`src/rtl/serial_cmp_lsb.sv`:
```
// Bit-serial magnitude comparator, operands arrive LSB first; unsigned or two's-complement.
// The most recent differing bit decides the relation, so the final (sign) beat has the last word.
module serial_cmp_lsb #(
   parameter  int unsigned WIDTH = 32,
   localparam int unsigned CNT_W = $clog2(WIDTH + 1)
) (
   input  logic clk,
   input  logic reset,
   input  logic start,
   input  logic signed_mode,
   input  logic bit_valid,
   input  logic a_bit,
   input  logic b_bit,
   output logic bit_ready,
   output logic busy,
   output logic done,
   output logic L,
   output logic E,
   output logic G
);

   typedef enum logic [1:0] {
      IDLE = 2'd0,
      RUN  = 2'd1,
      DONE = 2'd2
   } state_t;

   typedef enum logic [1:0] {
      REL_EQ = 2'b00,
      REL_GT = 2'b01,
      REL_LT = 2'b10
   } rel_t;

   state_t           state, state_nxt;
   rel_t             rel, rel_nxt;
   logic [CNT_W-1:0] count;
   logic             sgn;
   logic             beat, last, take_start;
   logic [2:0]       leg_nxt;

   always_ff @(posedge clk) begin
      if (!reset) state <= IDLE;
      else        state <= state_nxt;
   end

   always_comb begin
      state_nxt  = state;
      bit_ready  = 1'b0;
      busy       = 1'b0;
      beat       = (state == RUN) && bit_valid;
      last       = beat && (count == CNT_W'(WIDTH - 1));
      take_start = start && (state != RUN);
      case (state)
         IDLE: if (start) state_nxt = RUN;
         RUN: begin
            bit_ready = 1'b1;
            busy      = 1'b1;
            if (last) state_nxt = DONE;
         end
         DONE: if (start) state_nxt = RUN;
         default: state_nxt = IDLE;
      endcase
   end

   // Differing bits overwrite the relation; on the signed sign beat the sense flips.
   always_comb begin
      rel_nxt = rel;
      if (a_bit != b_bit) begin
         if (last && sgn) begin
            if (a_bit) rel_nxt = REL_LT;
            else       rel_nxt = REL_GT;
         end else begin
            if (a_bit) rel_nxt = REL_GT;
            else       rel_nxt = REL_LT;
         end
      end
      case (rel_nxt)
         REL_GT:  leg_nxt = 3'b001;
         REL_LT:  leg_nxt = 3'b100;
         default: leg_nxt = 3'b010;
      endcase
   end

   always_ff @(posedge clk) begin
      if (!reset) begin
         count <= '0;
         rel   <= REL_EQ;
         sgn   <= 1'b0;
         done  <= 1'b0;
         L     <= 1'b0;
         E     <= 1'b1;
         G     <= 1'b0;
      end else begin
         done <= last;
         if (take_start) begin
            count <= '0;
            rel   <= REL_EQ;
            sgn   <= signed_mode;
         end else if (beat) begin
            rel <= rel_nxt;
            if (last) {L, E, G} <= leg_nxt;
            else      count <= count + CNT_W'(1);
         end
      end
   end

endmodule

```
`config.mk`:
```
export PLATFORM = sky130hd
export DESIGN_NAME = serial_cmp_lsb
export DESIGN_NICKNAME = d
export VERILOG_FILES = /design/src/rtl/serial_cmp_lsb.sv
export SDC_FILE = /design/constraint.sdc
export NUM_CORES = 1
export LEC_CHECK = 0
export ABC_AREA = 0
export CORE_UTILIZATION = 55
export DETAILED_ROUTE_END_ITERATION = 6
export PLACE_DENSITY_LB_ADDON = 0.15
export SETUP_SLACK_MARGIN = 0.05
export SYNTH_ARGS = -nofsm -noshare
export SYNTH_HDL_FRONTEND = slang
export SYNTH_SLANG_ARGS = --single-unit
```
`constraint.sdc`:
```
create_clock -name clk -period 3.2 [get_ports clk]
set_input_delay 0.32 -clock clk [delete_from_list [all_inputs] [get_ports clk]]
set_output_delay 0.32 -clock clk [all_outputs]
set_load 0.05 [all_outputs]
```
==> results of run 1 <==
-- cells by family after synthesis --
family                   synth area share, %
AND/OR/NAND/NOR                         32.7
adder cells (fa/ha/maj)                 4.46
buffers and inverters                   2.98
XOR/XNOR                                3.13
AO/OA/AOI/OAI                           12.4
flip-flops                              35.7
multiplexers                            8.63
-- cells in the final DEF, fill, tap and decap left out, drive strengths merged --
cell	netlist	routed
and2	2	2
a211oi	1	1
nand2	6	6
and3	1	1
nor4b	1	1
a221oi	1	1
or3	1	1
o211ai	2	2
nand3b	1	1
nand4	3	3
clkdlybuf4s50	0	12
nor3	4	4
a221o	1	1
nand2b	3	3
o22ai	5	5
nor3b	2	2
nor2b	5	5
nand3	1	1
mux2i	5	5
a21boi	1	1
inv	2	2
clkbuf	0	4
a21oi	2	2
nor2	11	11
dfxtp	15	15
o21ai	1	1
mux2	2	2
and3b	1	1
a211o	1	1
ha	3	3
xor2	3	3
-- registers in the layout, summed over array words and instances (netlist names) --
register and count:
count 6, rel 2, state 2, E 1, G 1, L 1, done 1, sgn 1
-- critical path: cells and delay by family, from the launching register on --
family,cells,cell delay [ns]
adder cells (fa/ha/maj),2,0.55
flip-flops,1,0.37
AO/OA/AOI/OAI,1,0.28
AND/OR/NAND/NOR,4,0.74
multiplexers,1,0.14
-- area by class of cell --
cell class / count / share of cell area (%)
tap: 15 / 1.90
sequential: 15 / 30.4
timing repair buffer: 12 / 12.2
multi-input combinational: 70 / 52.2
inverter: 2 / 0.759
clock buffer: 4 / 2.66
-- worst min-delay path by stage --
stage          start  slack [ns]  endpoint
6_report           E        0.49         E
5_1_grt          sgn        0.52       sgn
4_1_cts            E        0.49         E
3_5_place_dp       E        0.47         E
3_3_place_gp       E        0.46         E
2_1_floorplan  reset        0.38         E
-- power by group through the flow --
stage | registers (mW) | clock network (mW) | logic [mW]
after floorplan | 0.196 | 0 | 0.0371
after global placement | 0.196 | 0 | 0.0526
after detailed placement | 0.197 | 0 | 0.0539
after CTS | 0.192 | 0.112 | 0.0547
after global routing | 0.193 | 0.123 | 0.0601
final | 0.192 | 0.109 | 0.0546
-- metal layers --
layer	wire length, um	vias up	share of wire (%)	GRT usage [%]
met5	0	-	0	0
met4	13	0	0.80	8.87
met3	66	2	4.1	10.3
met2	828	10	51	41.4
met1	708	349	44	28.1
li1	-	352	-	-
-- metrics by stage --
stage	setup WS, ns	hold slack, ns	utilization (%)	instances	cell area [um^2]
after CTS	1.01	0.495	72.3	118	988
final	1.01	0.488	72.3	118	988
after global routing	0.860	0.524	72.3	118	988
after global placement	0.936	0.460	70.4	114	962
after detailed placement	0.851	0.467	70.4	114	962
after floorplan	1.22	0.382	-	90	841
==> reports/metrics.csv, run 1 <==
metric,value,unit
route.detailed.vias_per_inst,6.04,
num_ports,13,
full_die_area,1690,um^2
peakVddDrop,338,uV
n_fill_cell,107,
post-route-min-period,2.19,ns
worstSetupStartpointType,register,
synth_top_cell_by_area,dfxtp_1,
maximum_number_of_pins_on_one_net_before_global_route_repair,11,
post-route-drc-count,0,
first_global_vias,648,
fin_crit_sh,68.5,%
clock_sink_count,15,
start_util,61.5,%
totalWireLength,1620,um
maxCapViolCount,0,
reg2reg_from,count[0],
holdPathStages,2,
timing_max_transition_violations_final,0,
numCtsBuffers,3,
critPathCaptureType,register,
cp-endpoint,E,
synthesis.area_per_instance,9.34,um^2
place.gp.congestion,0.776,
setup-violations-final,0,
core-area,1370,um^2
antenna_violations_before_repair,0,
cp_cell_sequence,ha_1 > nand4_4 > nor4b_4 > nor2_2 > a221o_1 > ha_1 > mux2i_1 > nand2_1,
postCtsSetupRepairBufs,0,
report.final.hold_viol_count,0,
ys_ff_latch,15,
multi_input_area,515,um^2
critPathKind,register to register,
synth_flop_cell,dfxtp_1,
area_growth_syn_to_layout,17.6,%
avgRoutedWirePerCell,13.7,um
power.density,360,nW/um^2
worst_skew_pair_latency,0.28,ns
final-seq-area,300,um^2
worst_setup_hold_path_clk_slew,0.09,ns
timing.fmax,456,MHz
run_status,"complete, no violations",
slowest_delay,0.37,ns
finalNetCount,114,
cts-root-buf,clkbuf_4,
post_synth_most_frequent_cells,"dfxtp_1 (15), nor2_1 (10), nand2_1 (6)",
hold_class,register to register,
share_of_yosys_cell_area_claimed_by_the_top_area_cell_type,35.7,%
grt_usage,24.8,%
cp_data_arrival_time,2.37,ns
grt-ovfl-total,0,
ff_to_ff_end,E,
ys.warnings.count,0,
drive_above_1_share,10.7,%
p_clk_share,30.7,%
post-synth-top-count-cell,dfxtp_1,
cells_after_synthesis,90,
post_synth_num_cell_types,35,
std_cell_rows,13,
slowest_stage,dfxtp_1,
clock_tree_from_tritoncts,done,
port-buffer-count,12,
reg2regPathDepth,8,
fin_worst_skew,0.000671,ns
combinational_cell_fraction_of_total_power,15.3,%
power.switching,0.0945,mW
critPathRequiredTime,3.37,ns
switching_share_of_power,26.5,%
vias,713,
totalNegativeSetupSlack,0,ns
synth_edf_count,0,
cellLeakagePower,0.365,nW
timing.max_slew.rel_slack,67.0,%
max_slew.worst_pin.slew,0.493,ns
power.share.sequential,54.0,%
synthesized_netlist_net_count,100,
postCtsResizedCells,0,
h-tree-depth,1,
crit_fanout,7,
power,0.356,mW
synth_area,841,um^2
yosys-top-cells-area,"dfxtp_1 (36%), mux2i_1 (6.0%), ha_1 (4.5%), nor2_1 (4.5%), nor2b_1 (3.7%)",
hold_fix_buffer_count_after_cts,0,
die_w,41.1,um
grt_pass1_wl,2660,um
startpoint,count[0],
critical_path.most_common_cell,ha_1,
async_reset_ff_share,0,%
dr.pass1.iters,4,
die-height,41.1,um
drt-initial-drc-count,11,
cts.path.max_buffers,2,
internal_power,0.262,mW
sequential_fraction_of_the_synthesis_area,35.7,%
antenna_cells,0,
setup.reg_to_reg.worst_slack,1.01,ns
setup_repair_after_global_routing_missed_its_margin,false,
antenna_left,0,
hpwl_dp,1200,um
(Power assumes the default switching activity.)
==> inputs of run 2 (changes only) <==
- CORE_ASPECT_RATIO: not set -> 1.2
- CORE_UTILIZATION: 55 -> 51
- clock period: 3.2 -> 2.2 ns (I/O delays scaled with it)
==> run 2 against run 1 <==
Effect of this change:
- critical path depth is the same
- clock skew up 0.0027 ns
- global-route usage decreased by 4.8 points
- non-clock buffer count grew 3
- worst setup slack lost 0.82 ns
- via count fell by 2.7%
- sequential cell count unchanged
- wire length fell by 3.2%
- maximum frequency is 8.9% higher
- clock power is 49% higher
- die area increased by 7.5%
==> reports/metrics.csv, run 2 (synthesized netlist as in run 1, its figures left out) <==
metric,value,unit,change
run_status,"complete, no violations",,unchanged
num_ports,13,,unchanged
port-buffer-count,12,,unchanged
timing.critical_path.buf_inv,0,,unchanged
die-height,46.5,um,was 41.1 um
report.final.hold_viol_count,0,,unchanged
cp_data_arrival_time,2.19,ns,was 2.37 ns
global_route.usage.met1,20.9,%,was 28.1%
final_util,69.2,%,was 72.3%
power.density,511,nW/um^2,was 360 nW/um^2
grt_usage,20.0,%,was 24.8%
worstSetupStartpointType,register,,unchanged
setup-violations-final,0,,unchanged
numCtsBuffers,3,,unchanged
groute.layer.met2.usage,37.3,%,was 41.4%
max_slew.worst_pin.slew,0.499,ns,was 0.493 ns
vias,694,,was 713
holdCritStartpoint,E,,unchanged
n_fill_cell,120,,was 107
regMostFlops,count,,unchanged
timing_max_transition_violations_final,0,,unchanged
antenna_left,0,,unchanged
cp_cell_sequence,ha_4 > nand4_4 > nor4b_4 > nor2_2 > a221o_1 > ha_1 > mux2i_1 > nand2_1,,was ha_1 > nand4_4 > nor4b_4 > nor2_2 > a221o_1 > ha_1 > mux2i_1 > nand2_1
core-area,1480,um^2,was 1370 um^2
power,0.524,mW,was 0.356 mW
cts-root-buf,clkbuf_4,,unchanged
reg2regPathDepth,8,,unchanged
hold_fix_buffer_count_after_cts,0,,unchanged
post-route-min-period,2.01,ns,was 2.19 ns
post-route-drc-count,0,,unchanged
grt-ovfl-total,0,,unchanged
cellLeakagePower,0.376,nW,was 0.365 nW
setup_repair_after_global_routing_missed_its_margin,false,,unchanged
timing.fmax,497,MHz,was 456 MHz
area_growth_syn_to_layout,22.0,%,was 17.6%
grt_pass1_wl,2470,um,was 2660 um
fin_crit_sh,91.5,%,was 68.5%
maxCapViolCount,0,,unchanged
busiest_layer,met2,,unchanged
ff_to_ff_end,E,,unchanged
hold_class,register to register,,unchanged
clock_sink_count,15,,unchanged
antenna_violations_before_repair,0,,unchanged
reg2reg_from,count[0],,unchanged
full_die_area,1820,um^2,was 1690 um^2
holdPathStages,2,,unchanged
start_util,56.7,%,was 61.5%
timing.max_slew.rel_slack,66.6,%,was 67.0%
critPathKind,register to register,,unchanged
totalNegativeSetupSlack,0,ns,unchanged
h-tree-depth,1,,unchanged
highest_count_cells_in_the_layout_ignoring_fill_and_taps,"dfxtp_1 (15), clkdlybuf4s50_1 (12), nor2_1 (10)",,unchanged
fin_worst_skew,0.00341,ns,was 0.000671 ns
grt_util_met3,4.35,%,was 10.3%
layout_top_registers,"count (6), rel (2), state (2)",,unchanged
multi_input_area,528,um^2,was 515 um^2
critPathCaptureType,register,,unchanged
worst_setup_hold_path_clk_slew,0.09,ns,about the same
setup.reg_to_reg.worst_slack,0.19,ns,was 1.01 ns
avgRoutedWirePerCell,12.7,um,was 13.7 um
maximum_number_of_pins_on_one_net_before_global_route_repair,11,,unchanged
clock_tree_from_tritoncts,done,,unchanged
commonest_non_fill_non_tap_cell_in_the_layout,dfxtp_1,,unchanged
slowest_delay,0.41,ns,was 0.37 ns
number_of_flip_flops_in_the_largest_register,6,,unchanged
route.detailed.vias_per_inst,5.64,,was 6.04
antenna_cells,0,,unchanged
hpwl_dp,1240,um,was 1200 um
final-seq-area,300,um^2,unchanged
crit_fanout,4,,was 7
slowest_stage,dfxtp_1,,unchanged
finalNetCount,117,,was 114
place.gp.congestion,0.740,,was 0.776
die_w,39.1,um,was 41.1 um
totalWireLength,1570,um,was 1620 um
hold-path-endpoint,E,,unchanged
std_cell_rows,15,,was 13
drive_above_1_share,14.2,%,was 10.7%
cts.path.max_buffers,2,,unchanged
worst_skew_pair_latency,0.29,ns,was 0.28 ns
first_global_vias,603,,was 648
drt-initial-drc-count,4,,was 11
peakVddDrop,391,uV,was 338 uV
critPathRequiredTime,2.38,ns,was 3.37 ns
dr.pass1.iters,4,,unchanged
largest_delay_share_family_worst_path,simple AND/OR/NAND/NOR gates,,unchanged
hold_ws,0.490,ns,was 0.488 ns
==> run 2: cell count changes in the layout (fill, tap and decap cells not counted) <==
| cell | before | now |
|---|---|---|
| ha_4 | 0 | 1 |
| buf_4 | 0 | 3 |
| ha_1 | 3 | 2 |
==> run 2: repair_timing <==
action,CTS,global route
buffers inserted,0,0
setup endpoints to repair,0,1
hold endpoints to repair,0,0
gates resized for setup,0,2
==> run 2: final cells by class <==
| type | instances | area share [%] |
|---|---|---|
| timing repair buffer | 15 | 13.9 |
| sequential | 15 | 29.3 |
| multi-input combinational | 70 | 51.5 |
| clock buffer | 4 | 2.56 |
| tap | 17 | 2.07 |
| inverter | 2 | 0.732 |
==> run 2: power breakdown <==
part           switching (mW)  total (mW)  internal, mW
combinational          0.0443      0.0819        0.0377
sequential            0.00436       0.280         0.275
clock                  0.0917       0.162        0.0705
total                   0.140       0.524         0.383
==> run 2: how the worst max path moves through the flow <==
stage	from	to	depth (start not counted)
after floorplan	count[0]	E	8
after global routing	count[0]	E	8
after detailed placement	bit_valid	E	8
final	count[0]	E	8
after global placement	bit_valid	E	8
after CTS	count[0]	E	8
==> run 2: worst register-to-register path, delay by kind of cell (launching register included) <==
family | cells | cell delay [ns]
fa+ha+maj | 2 | 0.47
flops | 1 | 0.41
mux | 1 | 0.13
simple gates | 4 | 0.61
compound gates | 1 | 0.28
==> run 2: per-layer routing <==
metal  routed length, um  up-vias
met5                   0        -
met4                  22        0
met3                  25        4
met2                 857        5
met1                 660      325
li1                    -      360
==> run 2: stage by stage <==
| stage | instance area (um^2) | cells | setup WS (ns) |
|---|---|---|---|
| final | 1030 | 123 | 0.187 |
| after CTS | 1010 | 123 | 0.0984 |
| after detailed placement | 987 | 119 | 0.0940 |
| after floorplan | 841 | 90 | 0.221 |
| after global placement | 987 | 119 | 0.145 |
| after global routing | 1030 | 123 | 0.0756 |
